## config.mk

```make
export PLATFORM = sky130hd
export DESIGN_NAME = clip_pass_sequencer
export DESIGN_NICKNAME = d
export VERILOG_FILES = /design/src/rtl/clip_pass_sequencer.sv
export SDC_FILE = /design/constraint.sdc
export NUM_CORES = 1
export LEC_CHECK = 0
export CAP_MARGIN = 20
export CORE_ASPECT_RATIO = 0.8
export CORE_MARGIN = 1.5
export CORE_UTILIZATION = 40
export DETAILED_ROUTE_END_ITERATION = 16
export PLACE_DENSITY = 0.62
export SYNTH_ARGS = -nofsm -noshare
export SYNTH_HDL_FRONTEND = slang
export SYNTH_SLANG_ARGS = --single-unit
```

## constraint.sdc

```tcl
create_clock -name clk_i -period 4.6 [get_ports clk_i]
set_input_delay 0.46 -clock clk_i [delete_from_list [all_inputs] [get_ports clk_i]]
set_output_delay 0.46 -clock clk_i [all_outputs]
set_load 0.05 [all_outputs]
```

## src/rtl/clip_pass_sequencer.sv

```systemverilog
// Plane-by-plane clip loop scheduler: ping-pongs triangles between two
// external show-ahead buffers through a shared clipper, then drains survivors.
module clip_pass_sequencer #(
   parameter int NUM_PLANES = 6,
   parameter int MAX_TRIS   = 64,
   parameter int CNT_W      = $clog2(MAX_TRIS+1),
   parameter int PL_W       = $clog2(NUM_PLANES)
) (
   input  logic            clk_i,
   input  logic            rst_ni,
   input  logic            tri_valid_i,
   output logic            tri_ready_o,
   output logic [1:0]      wr_src_o,
   output logic            buf_a_wr_o,
   output logic            buf_b_wr_o,
   output logic            buf_a_rd_o,
   output logic            buf_b_rd_o,
   output logic            clip_start_o,
   output logic [PL_W-1:0] clip_plane_o,
   input  logic            clip_done_i,
   input  logic [1:0]      clip_num_tris_i,
   output logic            out_valid_o,
   input  logic            out_ready_i,
   output logic            out_buf_o,
   output logic            busy_o,
   output logic            done_o,
   output logic            culled_o,
   output logic            overflow_o
);

   typedef enum logic [2:0] {
      S_IDLE,
      S_ISSUE,
      S_WAIT,
      S_EMIT0,
      S_EMIT1,
      S_CHECK,
      S_DRAIN,
      S_DONE
   } state_t;

   localparam logic [PL_W-1:0]  LAST_PL = PL_W'(NUM_PLANES-1);
   localparam logic [CNT_W-1:0] FULL    = CNT_W'(MAX_TRIS);
   localparam logic [CNT_W-1:0] ONE     = CNT_W'(1);

   state_t           state_q;
   logic [PL_W-1:0]  plane_q;
   logic [CNT_W-1:0] src_cnt_q;
   logic [CNT_W-1:0] dst_cnt_q;
   logic [CNT_W-1:0] out_cnt_q;
   logic             two_q;
   logic             culled_q;
   logic             overflow_q;
   logic             out_buf_q;

   logic src_b;
   logic accept;
   logic emit;
   logic emit_wr;
   logic pop;

   // Odd planes read B and write A; even planes the reverse.
   assign src_b   = plane_q[0];
   assign accept  = (state_q == S_IDLE) & tri_valid_i;
   assign emit    = (state_q == S_EMIT0) | (state_q == S_EMIT1);
   assign emit_wr = emit & (dst_cnt_q != FULL);
   assign pop     = out_valid_o & out_ready_i;

   assign tri_ready_o  = (state_q == S_IDLE);
   assign clip_start_o = (state_q == S_ISSUE);
   assign out_valid_o  = (state_q == S_DRAIN) & (out_cnt_q != '0);
   assign busy_o       = (state_q != S_IDLE);
   assign done_o       = (state_q == S_DONE);
   assign culled_o     = done_o & culled_q;
   assign overflow_o   = overflow_q;
   assign clip_plane_o = plane_q;
   assign out_buf_o    = out_buf_q;

   assign buf_a_wr_o = accept | (emit_wr & src_b);
   assign buf_b_wr_o = emit_wr & ~src_b;
   assign buf_a_rd_o = (clip_start_o & ~src_b) | (pop & ~out_buf_q);
   assign buf_b_rd_o = (clip_start_o & src_b) | (pop & out_buf_q);

   always_comb begin
      wr_src_o = 2'b00;
      if (state_q == S_EMIT0) wr_src_o = 2'b01;
      if (state_q == S_EMIT1) wr_src_o = 2'b10;
   end

   always_ff @(posedge clk_i or negedge rst_ni) begin
      if (!rst_ni) begin
         state_q    <= S_IDLE;
         plane_q    <= '0;
         src_cnt_q  <= '0;
         dst_cnt_q  <= '0;
         out_cnt_q  <= '0;
         two_q      <= 1'b0;
         culled_q   <= 1'b0;
         overflow_q <= 1'b0;
         out_buf_q  <= 1'b0;
      end else begin
         unique case (state_q)
            S_IDLE: begin
               if (tri_valid_i) begin
                  src_cnt_q  <= ONE;
                  dst_cnt_q  <= '0;
                  plane_q    <= '0;
                  overflow_q <= 1'b0;
                  culled_q   <= 1'b0;
                  state_q    <= S_ISSUE;
               end
            end
            S_ISSUE: begin
               src_cnt_q <= src_cnt_q - ONE;
               state_q   <= S_WAIT;
            end
            S_WAIT: begin
               if (clip_done_i) begin
                  two_q   <= clip_num_tris_i[1];
                  state_q <= (clip_num_tris_i == 2'd0) ? S_CHECK : S_EMIT0;
               end
            end
            S_EMIT0, S_EMIT1: begin
               if (dst_cnt_q == FULL) overflow_q <= 1'b1;
               else dst_cnt_q <= dst_cnt_q + ONE;
               state_q <= (state_q == S_EMIT0 && two_q) ? S_EMIT1 : S_CHECK;
            end
            S_CHECK: begin
               if (src_cnt_q != '0) begin
                  state_q <= S_ISSUE;
               end else if (dst_cnt_q == '0) begin
                  culled_q <= 1'b1;
                  state_q  <= S_DONE;
               end else if (plane_q == LAST_PL) begin
                  out_cnt_q <= dst_cnt_q;
                  out_buf_q <= ~src_b;
                  state_q   <= S_DRAIN;
               end else begin
                  plane_q   <= plane_q + PL_W'(1);
                  src_cnt_q <= dst_cnt_q;
                  dst_cnt_q <= '0;
                  state_q   <= S_ISSUE;
               end
            end
            S_DRAIN: begin
               if (pop) begin
                  out_cnt_q <= out_cnt_q - ONE;
                  if (out_cnt_q == ONE) state_q <= S_DONE;
               end
            end
            S_DONE: state_q <= S_IDLE;
            default: state_q <= S_IDLE;
         endcase
      end
   end

endmodule

```

# == After elaboration in Yosys (flattened, before gate mapping) ==
# Index checks and enable logic that the tools add are counted.
# totals
out_inout_bits,17
input_bits,7
word_cells,115
reg_bits,31
# classes
eq_ne,22
n_bitwise,19
mux,39
add_sub_neg,4
n_reduce_logical,22
# op_table
operator,n
$mux W7,13
$pmux W7 S3,2
$mux W3,12
$pmux W3 S7,1
$ne A2 B2 Y1 const B,10
$eq A3 B3 Y1 const B,5
$reduce_and A5 Y1,3
$pmux W7 S2,1
$reduce_bool A7 Y1,2
$sub A7 B1 Y7 const B,2
$reduce_and A4 Y1,3
$and A1 B1 Y1,11
$reduce_bool A3 Y1,3
$add A7 B1 Y7 const B,1
$eq A7 B1 Y1 const B,1
$eq A7 B7 Y1 const B,1
$logic_not A7 Y1,1
$ne A7 B7 Y1 const B,1
$eq A3 B2 Y1 const B,2
$mux W1,6
$pmux W3 S2,1
$reduce_and A6 Y1,1
$reduce_bool A2 Y1,3
$not A1 Y1,4
12 further kinds,16

# == Depth between registers and ports, before layout ==
# logic_depth
ltp_word,5
depth_mapped,8
depth_no_buf,7

# == Worst setup path after synthesis ==
# No wires, ideal clock.
# synth_path
kind,register to output
start,register state_q[2]
end,output port buf_a_wr_o
required_time_ps,4140
stages_incl_launch_ff,5
path_buffers,1
arrival_time_ps,3551
setup_slack_ps,589
path_cell_list,dfrtp_1 clkbuf_1 nor3b_1 o22ai_1 o21ai_0
# synth_via
elab_chain_len,5
elab_cells_between_ends,8
cone_classes,eq/ne (2); bitwise (5); reduce/logical (1)
# synth_lines
item,line,source
start: declaration,46,state_t state_q;
start signal: assignment,120,state_q <= (clip_num_tris_i == 2'd0) ? S_CHECK : S_EMIT0;
start signal: assignment,126,state_q <= (state_q == S_EMIT0 && two_q) ? S_EMIT1 : S_CHECK;
$eq A3 B2 Y1 or $eq A3 B3 Y1 (tied branches),65,assign emit = (state_q == S_EMIT0) | (state_q == S_EMIT1);
$or A1 B1 Y1,65,
$and A1 B1 Y1,66,assign emit_wr = emit & (dst_cnt_q != FULL);
$and A1 B1 Y1,79,assign buf_a_wr_o = accept | (emit_wr & src_b);
$or A1 B1 Y1 *,79,
end: declaration,14,"output logic buf_a_wr_o,"
# Every way passes the cells marked *; elsewhere a longest branch is shown, timed or not.

# == Worst setup path after layout ==
# layout_path
start,register dst_cnt_q[1]
end,output port buf_a_wr_o
# layout_via
elab_chain_len,4
# layout_lines
item,line,source
start: declaration,49,logic [CNT_W-1:0] dst_cnt_q;
start signal: assignment,125,else dst_cnt_q <= dst_cnt_q + ONE;
$ne A7 B7 Y1,66,
$and A1 B1 Y1,66,
$and A1 B1 Y1,79,
$or A1 B1 Y1,79,
# Every way passes these cells.

==> impl_metrics.csv <==
group,metric,value,unit
run_status,status,"finished clean",
synth,synth_cell_types,51,
finish,multi_input_area,1210,sq um
sta,tns,0,ps
synth,synth_top_area_share,36.7,%
sta,skew,2.44,ps
synth,ys_seq_area_share,36.7,%
grt,antenna_found_initial,0,
clock_tree,h-tree-depth,2,
worst_setup_path,slowest_stage,"clkdlybuf4s50_1",
clock_tree,cts_root_buf,"clkbuf_8",
clock_tree,clk_latency,280,ps
clock_tree,clkTransAtPathRegs,70,ps
sta,finalMaxSlewViolations,0,
synth,ys_warn_count,0,
grt,grt_start_max_net_pins,32,
worst_setup_path,start_kind,"register",
worst_setup_path,r2r_setup_slack,1990,ps
min_path,holdCritPathClass,"reg2reg",
worst_setup_path,worstPathRequired,4140,ps
floorplanning,rows,23,
floorplanning,die_area,5730,sq um
floorplanning,fp.coreArea,5040,sq um
worst_setup_path,rr_startpoint,"src_cnt_q[3]",
synth,postSynthCellCount,247,
clock_tree,cts.hold.buffers_added,0,
synth,ys_ff_latch,31,
clock_tree,post_cts_buffers,0,
finish,area_delta_synth_final,15.8,%
clock_tree,cts.sinks,31,
placed_design,portBuffers,23,
worst_setup_path,max_stage_delay,720,ps
sta,rsz0062_at_grt,"false",
drt,drtPass1Iterations,5,
clock_tree,cts_tree,"done",
floorplanning,io_pins,24,
min_path,hold_depth,1,
sta,hold_viol_final,0,
min_path,min_to,"src_cnt_q[5]",
grt,grtUsageTotal,21.1,%
finish,drive_above_1_share,7.87,%
sta,period_needed,3190,ps
synth,synthFlopType,"dfrtp_1",
sta,fmax,313,MHz
worst_setup_path,timing.rr.end,"src_cnt_q[1]",
drt,drtIter0Drc,165,
synth,synth.most_common_cell,"dfrtp_1",
sta,tightest_slew,959,ps
clock_tree,cts_buffers,5,
synth,synth_area,2110,sq um
clock_tree,clockBufferDepth,2,
clock_tree,cts_resized,0,
sta,setup_violations,0,
worst_setup_path,endpoint_kind,"primary output",
sta,layout_setup_ws,1410,ps
synth,synth_edf_count,0,
worst_setup_path,path_cells,"inv_1, ha_1, or4b_4, o22ai_1, o21ai_0, clkdlybuf4s50_1",
synth,synth.avg_cell_area,8.55,sq um
drt,antenna_left,0,
floorplanning,fp.dieW,84.2,um
pwr,peakVddDrop,0.510,mV
synth,yosys-top-cells-count,"dfrtp_1 (31), nor2_1 (21), nand2_1 (18)",
worst_setup_path,crit_arrival,2730,ps
grt,grt_pass1_wl,9500,um
floorplanning,start_util,41.9,%
finish,nNetsFinal,281,
job,cap_viol_max_count,0,
sta,holdWs,499,ps
floorplanning,die_h,68.0,um
sta,max_slew_margin,35.7,%
drt,drc_errors,0,
pwr,finalPower,1.95,mW
sta,finalCritPeriodShare,69.4,%
finish,n_antenna_cell,0,
synth,yosys.area.top_type,"dfrtp_1",
worst_setup_path,reg2reg_depth,5,
synth,synth.area.top_cells,"dfrtp_1 (37%), ha_1 (4.7%), nor2_1 (3.7%)",
min_path,worstHoldStart,"src_cnt_q[5]",
pwr,leakage,0.953,nW
worst_setup_path,cp_max_fo,6,
drt,routedWlPerCell,17.0,um
synth,syn_nets,262,
drt,drt_wl_total,5610,um
placed_design,gp_congestion,0.825,
pwr,power_density,797,nW/um^2
grt,first_global_vias,1893,
drt,via_count,1978,
drt,viasPerCell,6.01,
finish,regArea,776,sq um
grt,grt_overflow,0,
finish,n_fill_cell,497,
worst_setup_path,critical_path_class,"reg2out",
finish,utilization,48.6,%
placed_design,pre_cts_ws,1680,ps
synth,postSynth.asyncResetShare,100,%
placed_design,dp_hpwl,3930,um
[logic make-up after synthesis]
group           after synthesis  synth area share, %
simple gates                100                 25.1
fa+ha+maj                     8                 4.74
buf+inv                      28                 5.81
mux                           4                 2.01
compound gates               76                 25.6
flops                        31                 36.7
[sequential cells by signal, indices dropped and copies added, names as in the netlist]
signal and cells:
clip_plane_o 3, culled_q 1, dst_cnt_q 7, out_buf_o 1, out_cnt_q 7, overflow_o 1, src_cnt_q 7, state_q 3
two_q 1
[per-layer routing]
metal / vias to the layer above / track usage, % / share of wire (%)
met5: - / 0 / 0
met4: 0 / 5.53 / 1.0
met3: 6 / 3.98 / 6.0
met2: 65 / 31.6 / 42
met1: 958 / 31.3 / 51
li1: 949 / - / -
[layout by cell type (no fill, tap or decap), types with 3 or more instances in the layout]
cell,count
dfrtp_1,31
clkdlybuf4s50_1,23
nor2_1,21
nand2_1,18
inv_1,16
nor3_1,11
nand3_1,11
o22ai_1,10
o21ai_0,10
a31oi_1,9
a21oi_1,9
ha_1,8
nand2b_1,7
o21ai_1,5
o31ai_1,5
o2bb2ai_1,5
a22o_1,5
clkbuf_8,5
nor4_1,4
and2_1,4
or2_2,4
o211ai_1,4
nor2b_1,3
or3_1,3
[worst max-delay path by stage]
stage | start | end | depth (start not counted)
2_1_floorplan | state_q[2] | buf_a_wr_o | 4
3_5_place_dp | out_ready_i | buf_b_rd_o | 5
4_1_cts | dst_cnt_q[1] | buf_a_wr_o | 6
6_report | dst_cnt_q[1] | buf_a_wr_o | 6
5_1_grt | state_q[2] | buf_a_wr_o | 4
3_3_place_gp | out_ready_i | buf_a_rd_o | 5
[critical path, delay by kind of cell, from the launching register on]
kind | cells | cell delay, ps
simple gates | 1 | 500
flops | 1 | 400
compound gates | 2 | 550
buf+inv | 2 | 850
fa+ha+maj | 1 | 150
[report_power, final]
group / internal (mW) / switching [mW]
clock: 0.106 / 0.104
combinational: 0.419 / 0.733
sequential: 0.387 / 0.199
[stage by stage]
stage	area [sq um]	instances
finish	2450	329
global route	2450	329
CTS	2450	329
detailed placement	2360	321
global placement	2360	321
floorplan	2110	247
[cell type report]
cell class,count,area share (%)
clock buffers,7,3.12
clock inverters,1,0.205
inverters,16,2.46
multi-input cells,188,49.6
flip-flops and latches,31,31.7
well taps,62,3.17
repair buffers,24,9.72
Note: power is estimated with default switching activity, not from simulation.
